**src/rtl/rf_wb_scheduler.sv**
```systemverilog
// rtl/rf_wb_scheduler.sv - register-file write-port scheduler for fast results and in-order load returns
// Optional statistics counters (stat_fast/stat_load/stat_conflict) are built when WB_STAT_EN is defined.

`ifndef WSEL_ALU
`define WSEL_ALU  2'b00
`endif
`ifndef WSEL_RAM
`define WSEL_RAM  2'b01
`endif
`ifndef WSEL_PC
`define WSEL_PC   2'b10
`endif
`ifndef WSEL_SEXT
`define WSEL_SEXT 2'b11
`endif

module rf_wb_scheduler #(
    parameter int LD_DEPTH = 4,
    parameter int PTR_W    = 2
) (
    input  logic        cpu_clk,
    input  logic        cpu_rst,
    input  logic        ex_valid,
    output logic        ex_ready,
    input  logic        ex_rf_we,
    input  logic [1:0]  ex_wsel,
    input  logic [4:0]  ex_wreg,
    input  logic [31:0] ex_alu_c,
    input  logic [31:0] ex_pc4,
    input  logic [31:0] ex_sext,
    output logic        ld_req,
    input  logic        ld_rvalid,
    input  logic [31:0] ld_rdata,
    input  logic        flush,
    output logic        drained,
    output logic        rf_we,
    output logic [4:0]  rf_wr,
    output logic [31:0] rf_wD,
    output logic [31:0] rf_busy,
    output logic        err_spurious
`ifdef WB_STAT_EN
    ,
    output logic [31:0] stat_fast,
    output logic [31:0] stat_load,
    output logic [31:0] stat_conflict
`endif
);

    typedef enum logic {
        RUN   = 1'b0,
        DRAIN = 1'b1
    } state_t;

    localparam logic [PTR_W:0]   DEPTH_C = (PTR_W+1)'(LD_DEPTH);
    localparam logic [PTR_W:0]   CNT_ONE = (PTR_W+1)'(1);
    localparam logic [PTR_W-1:0] PTR_ONE = PTR_W'(1);

    state_t state, state_next;

    logic             fifo_we  [LD_DEPTH];
    logic [4:0]       fifo_reg [LD_DEPTH];
    logic [PTR_W-1:0] wr_ptr, rd_ptr, scan_idx;
    logic [PTR_W:0]   count, count_next;

    logic        is_load, in_run, ld_pop;
    logic        fast_ok, load_ok, accept_fast, accept_load;
    logic        wr_flag, head_we, head_shared;
    logic [4:0]  head_reg;
    logic [31:0] fast_data, busy_next;

    assign is_load = (ex_wsel == `WSEL_RAM);
    assign in_run  = (state == RUN);
    assign ld_pop  = ld_rvalid && (count != '0);
    assign wr_flag = ex_rf_we && (ex_wreg != 5'd0);

    // A load return owns the write port, so any ld_rvalid blocks fast ops.
    assign fast_ok = in_run && !ld_rvalid && !cpu_rst;
    assign load_ok = in_run && ((count < DEPTH_C) || ld_pop) && !cpu_rst;

    assign ex_ready    = ex_valid && (is_load ? load_ok : fast_ok);
    assign accept_fast = ex_valid && !is_load && fast_ok;
    assign accept_load = ex_valid && is_load && load_ok;
    assign ld_req      = accept_load;

    assign head_we  = fifo_we[rd_ptr];
    assign head_reg = fifo_reg[rd_ptr];

    always_comb begin
        fast_data = ex_alu_c;
        case (ex_wsel)
            `WSEL_PC:   fast_data = ex_pc4;
            `WSEL_SEXT: fast_data = ex_sext;
            default:    fast_data = ex_alu_c;
        endcase
    end

    // Does any younger pending load still target the head's register?
    always_comb begin
        head_shared = 1'b0;
        scan_idx    = rd_ptr;
        for (int i = 1; i < LD_DEPTH; i++) begin
            scan_idx = rd_ptr + PTR_W'(i);
            if (((PTR_W+1)'(i) < count) && fifo_we[scan_idx] &&
                (fifo_reg[scan_idx] == head_reg))
                head_shared = 1'b1;
        end
    end

    always_comb begin
        count_next = count;
        case ({accept_load, ld_pop})
            2'b10:   count_next = count + CNT_ONE;
            2'b01:   count_next = count - CNT_ONE;
            default: count_next = count;
        endcase
    end

    always_comb begin
        busy_next = rf_busy;
        if (ld_pop && head_we && !head_shared)
            busy_next[head_reg] = 1'b0;
        if (accept_load && wr_flag)
            busy_next[ex_wreg] = 1'b1;
    end

    always_comb begin
        state_next = state;
        case (state)
            RUN:     if (flush) state_next = DRAIN;
            DRAIN:   if (drained && !flush) state_next = RUN;
            default: state_next = RUN;
        endcase
    end

    always_ff @(posedge cpu_clk) begin
        if (cpu_rst) begin
            state   <= RUN;
            drained <= 1'b0;
        end else begin
            state   <= state_next;
            drained <= (state_next == DRAIN) && (count_next == '0);
        end
    end

    always_ff @(posedge cpu_clk) begin
        if (accept_load) begin
            fifo_we[wr_ptr]  <= wr_flag;
            fifo_reg[wr_ptr] <= ex_wreg;
        end
    end

    always_ff @(posedge cpu_clk) begin
        if (cpu_rst) begin
            wr_ptr       <= '0;
            rd_ptr       <= '0;
            count        <= '0;
            rf_busy      <= '0;
            rf_we        <= 1'b0;
            rf_wr        <= 5'd0;
            rf_wD        <= 32'd0;
            err_spurious <= 1'b0;
        end else begin
            count   <= count_next;
            rf_busy <= busy_next;
            if (accept_load)
                wr_ptr <= wr_ptr + PTR_ONE;
            if (ld_pop)
                rd_ptr <= rd_ptr + PTR_ONE;
            if (ld_rvalid && (count == '0))
                err_spurious <= 1'b1;

            if (ld_pop) begin
                rf_we <= head_we;
                rf_wr <= head_reg;
                rf_wD <= ld_rdata;
            end else if (accept_fast) begin
                rf_we <= wr_flag;
                rf_wr <= ex_wreg;
                rf_wD <= fast_data;
            end else begin
                rf_we <= 1'b0;
            end
        end
    end

`ifdef WB_STAT_EN
    logic fast_blocked;
    assign fast_blocked = ex_valid && !is_load && in_run && ld_pop;

    always_ff @(posedge cpu_clk) begin
        if (cpu_rst) begin
            stat_fast     <= 32'd0;
            stat_load     <= 32'd0;
            stat_conflict <= 32'd0;
        end else begin
            if (accept_fast && wr_flag && (stat_fast != '1))
                stat_fast <= stat_fast + 32'd1;
            if (ld_pop && head_we && (stat_load != '1))
                stat_load <= stat_load + 32'd1;
            if (fast_blocked && (stat_conflict != '1))
                stat_conflict <= stat_conflict + 32'd1;
        end
    end
`endif

endmodule

```
**config.mk**
```make
export PLATFORM = sky130hd
export DESIGN_NAME = rf_wb_scheduler
export DESIGN_NICKNAME = d
export VERILOG_FILES = /design/src/rtl/rf_wb_scheduler.sv
export SDC_FILE = /design/constraint.sdc
export NUM_CORES = 1
export LEC_CHECK = 0
export BUFFER_PORTS_ARGS = -buffer_cell sky130_fd_sc_hd__buf_2
export CAP_MARGIN = 20
export CORE_ASPECT_RATIO = 2
export CORE_UTILIZATION = 46
export DETAILED_ROUTE_END_ITERATION = 8
export GPL_ROUTABILITY_DRIVEN = 0
export MAX_ROUTING_LAYER = met4
export PLACE_DENSITY = 0.84
export SLEW_MARGIN = 30
export SYNTH_ARGS = -nofsm -noshare
export SYNTH_HDL_FRONTEND = slang
export SYNTH_SLANG_ARGS = --single-unit
```
**constraint.sdc**
```tcl
create_clock -name cpu_clk -period 2.3 [get_ports cpu_clk]
set_clock_uncertainty 0.15 [all_clocks]
set_input_delay 0 -clock cpu_clk [delete_from_list [all_inputs] [get_ports cpu_clk]]
set_output_delay 0 -clock cpu_clk [all_outputs]
set_load 0.01 [all_outputs]
```
==> summary.md <==
| Metric | Value |
|---|---|
| Min-delay worst type | in -> reg |
| Core ar. | between 10000 and 15000 µm² |
| Die Wd | around 84 µm |
| Fraction of registers with async set/reset | 0% |
| CTS max path bufs | 2 |
| CP endpoint kind | flop |
| Cell variety after synth | between 40 and 50 |
| Pin count of the biggest net entering global routing | slightly above 80 |
| Post-Syn Instances | about 640 |
| Register bit count reported by yosys | roughly 110 |
| Area leader, netlist | dfxtp_1 |
| Final setup margin | -46.6 ps |
| Ys flop type | dfxtp_1 |
| FILL cells | 882 |
| # setup viols final | 10 |
| Fin Hold WS | 6.94 ps |
| Post-synth EDFFs | 24 |
| CTS root buffer | clkbuf_16 |
| DIE AREA | approximately 14000 µm² |
| Via density | approximately 6.5 |
| Hold path depth | 5 |
| Reg clk slew, reported paths | around 80 ps |
| Antenna cells | 0 |
| TritonCTS buffer count | 9 |
| Number of max-cap violations | 0 |
| Sequential cell area fraction in the yosys report | around two fifths |
| Yosys warning total | 0 |
| Vias in the first global route | roughly 6700 |
| Initial Util | 47.3% |
| Share of the synthesized area in the top cell type | about a quarter |
| Pre-antenna DRT Iters | 5 |
| DR WL/cell | 23.3 µm |
| Max Clock Freq | 426 MHz |
| CP Data Arrival Time | between 2000 and 2500 ps |
| Worst-path fanout max | 8 |
| CP startpoint kind | flop |
| Met3 routed WL | between 2000 and 2500 µm |
| Number of port buffers | about 210 |
| DR top layer | met4 |
| Clk sinks | about 110 |
| Post-DP HPWL | about 14000 µm |
| Initial antenna violation count | 0 |
| Post-Route M1 WL | between 7000 and 8000 µm |
| Share of cells above drive strength 1 | between 30 and 40% |
| Final ANT Viol Nets | 0 |
| R2r worst-path depth | 9 |
| Row count | 59 |
| Layout area overhead | 40.5% |
| Worst Setup Path Type | reg -> reg |
| First-pass GRT wire length | approximately 35000 µm |
| Crit-path slowest cell | or3b_1 |
| All-Layer GR Usage | approximately a third |
| Failing checks | negative setup slack |
| Most frequent cell after synthesis | nor2_1 |
| Peak VDD IR | 0.000392 V |
| Mapped Area | roughly 6100 µm² |
| CTS tree | done |
| Routed vias | 7021 |
| CP Cell Sequence | or3b_1 -> nor2_2 -> buf_6 -> ha_2 -> inv_1 -> o22ai_2 -> o21ai_2 -> o31ai_2 -> nor2b_1 |
| Final wirelength | approximately 25000 µm |
| Non-Filler Instances | 1074 |
| Final hold vios | 0 |
| Worst-Margin Slew | around 860 ps |
| P per Cell Area | 470 nW/µm² |
| Final Util | between 60% and 70% |
| Slew Viols, Final | 0 |
| Final period util | 102% |
| Drt first-iter violations | between 900 and 1000 |
| Clock Latency Late Sink | ~360 ps |
| CP bufs+invs | 2 |
| RSZ-0062 raised after global routing | yes |
| Grt total ovfl | 0 |
| Htree depth | 3 |
| Worst Path Required | between 2000 and 2500 ps |
| Synthesized net count | 795 |
| Crit path time final | around 2300 ps |
| DRC | 0 |
| Met2 wire len | 12500 µm |
| Top post-synthesis cells by count | 86 x nor2_1, 82 x dfxtp_1, 66 x mux2i_1 |
| Layout Nets | 1069 |
| Crit path max-delay family | simple AND/OR/NAND/NOR gates |
| Design Power | 4060 µW |
| Die Span Y | roughly 170 µm |
| I/O pins | 215 |
| CP max stage delay | 460 ps |
| Leakage Power | around 0.0036 µW |
| Critical path depth in cells | 9 |
| Synth area leaders | dfxtp_1 27%, edfxtp_1 12%, mux2i_1 11%, mux4_2 8.8%, nor2_1 5.3% |
| Slew HR | a little over two fifths |
| Syn avg cell area | approximately 9.5 µm² |
| Inst Count DP | between 900 and 1000 |
| Status | finished with violations |
[layout make-up]
type	count	area [µm²]	area share, %
clock buffers	9	225	2.61
clock inverters	6	47.5	0.551
inverters	10	37.5	0.435
multi-input cells	472	3650	42.3
flip-flops and latches	106	2370	27.4
well taps	152	190	2.20
repair buffers	319	2110	24.5
[final timing paths]
| check | start | endpoint | slack (ps) |
|---|---|---|---|
| worst min-delay path | ex_alu_c[20] | rf_wD[20]$_SDFFE_PP0P_ | 7 |
| worst max-delay path | state$_SDFF_PP0_ | count[2]$_SDFF_PP0_ | -50 |
| worst min register to register | rf_wr[1]$_SDFFE_PP0P_ | rf_wr[1]$_SDFFE_PP0P_ | 310 |
| worst max register to register | state$_SDFF_PP0_ | count[2]$_SDFF_PP0_ | -50 |
[logic make-up after synthesis]
logic type / share of synthesized area [%]
compound gates: 16.6
buf+inv: 5.01
fa+ha+maj: 2.04
mux: 19.5
xor+xnor: 2.57
simple gates: 15.8
flops: 38.4
[power by group]
group	switching, µW	internal [µW]
Combinational	311	287
Sequential	18.5	1920
Clock	775	745
[cell usage in the layout, fill, tap and decap left out, types with 28 or more instances in the layout]
master | netlist | layout
buf_2 | 11 | 214
nor2_1 | 86 | 84
dfxtp_1 | 82 | 79
mux2i_1 | 66 | 66
dlygate4sd3_1 | 0 | 63
nor3_1 | 48 | 44
a21oi_1 | 43 | 41
a211oi_1 | 38 | 36
buf_4 | 2 | 29
o21bai_1 | 28 | 28
a31oi_1 | 30 | 28
[per-layer routing]
layer / track usage, % / vias up
met5: - / -
met4: 24.7 / 0
met3: 6.86 / 208
met2: 58.4 / 674
met1: 32.0 / 3212
li1: - / 2927
[through the flow]
step	setup WS, ps	area (µm²)	setup TNS, ps
6_report	-46.6	8630	-103
2_1_floorplan	43.4	6140	0
5_1_grt	-107	8630	-2100
3_5_place_dp	-81.5	7490	-1430
3_3_place_gp	-6.08	7490	-6.08
4_1_cts	-10.6	8400	-10.6
[repair_timing]
action / CTS / global route
setup buffers: 0 / 4
endpoints found under the setup margin: 33 / 43
gates resized for setup: 4 / 42
hold endpoints to repair: 64 / 0
hold buffers: 63 / 0
pin swaps: 0 / 8
[worst register-to-register path: stages, from the launching register on]
cell and delay [ps]:
dfxtp_1 330, or3b_1 460, nor2_2 240, buf_6 190, ha_2 250, inv_1 90, o22ai_2 170, o21ai_2 100
o31ai_2 90, nor2b_1 210
No activity file was read; power rests on OpenSTA's default activity.
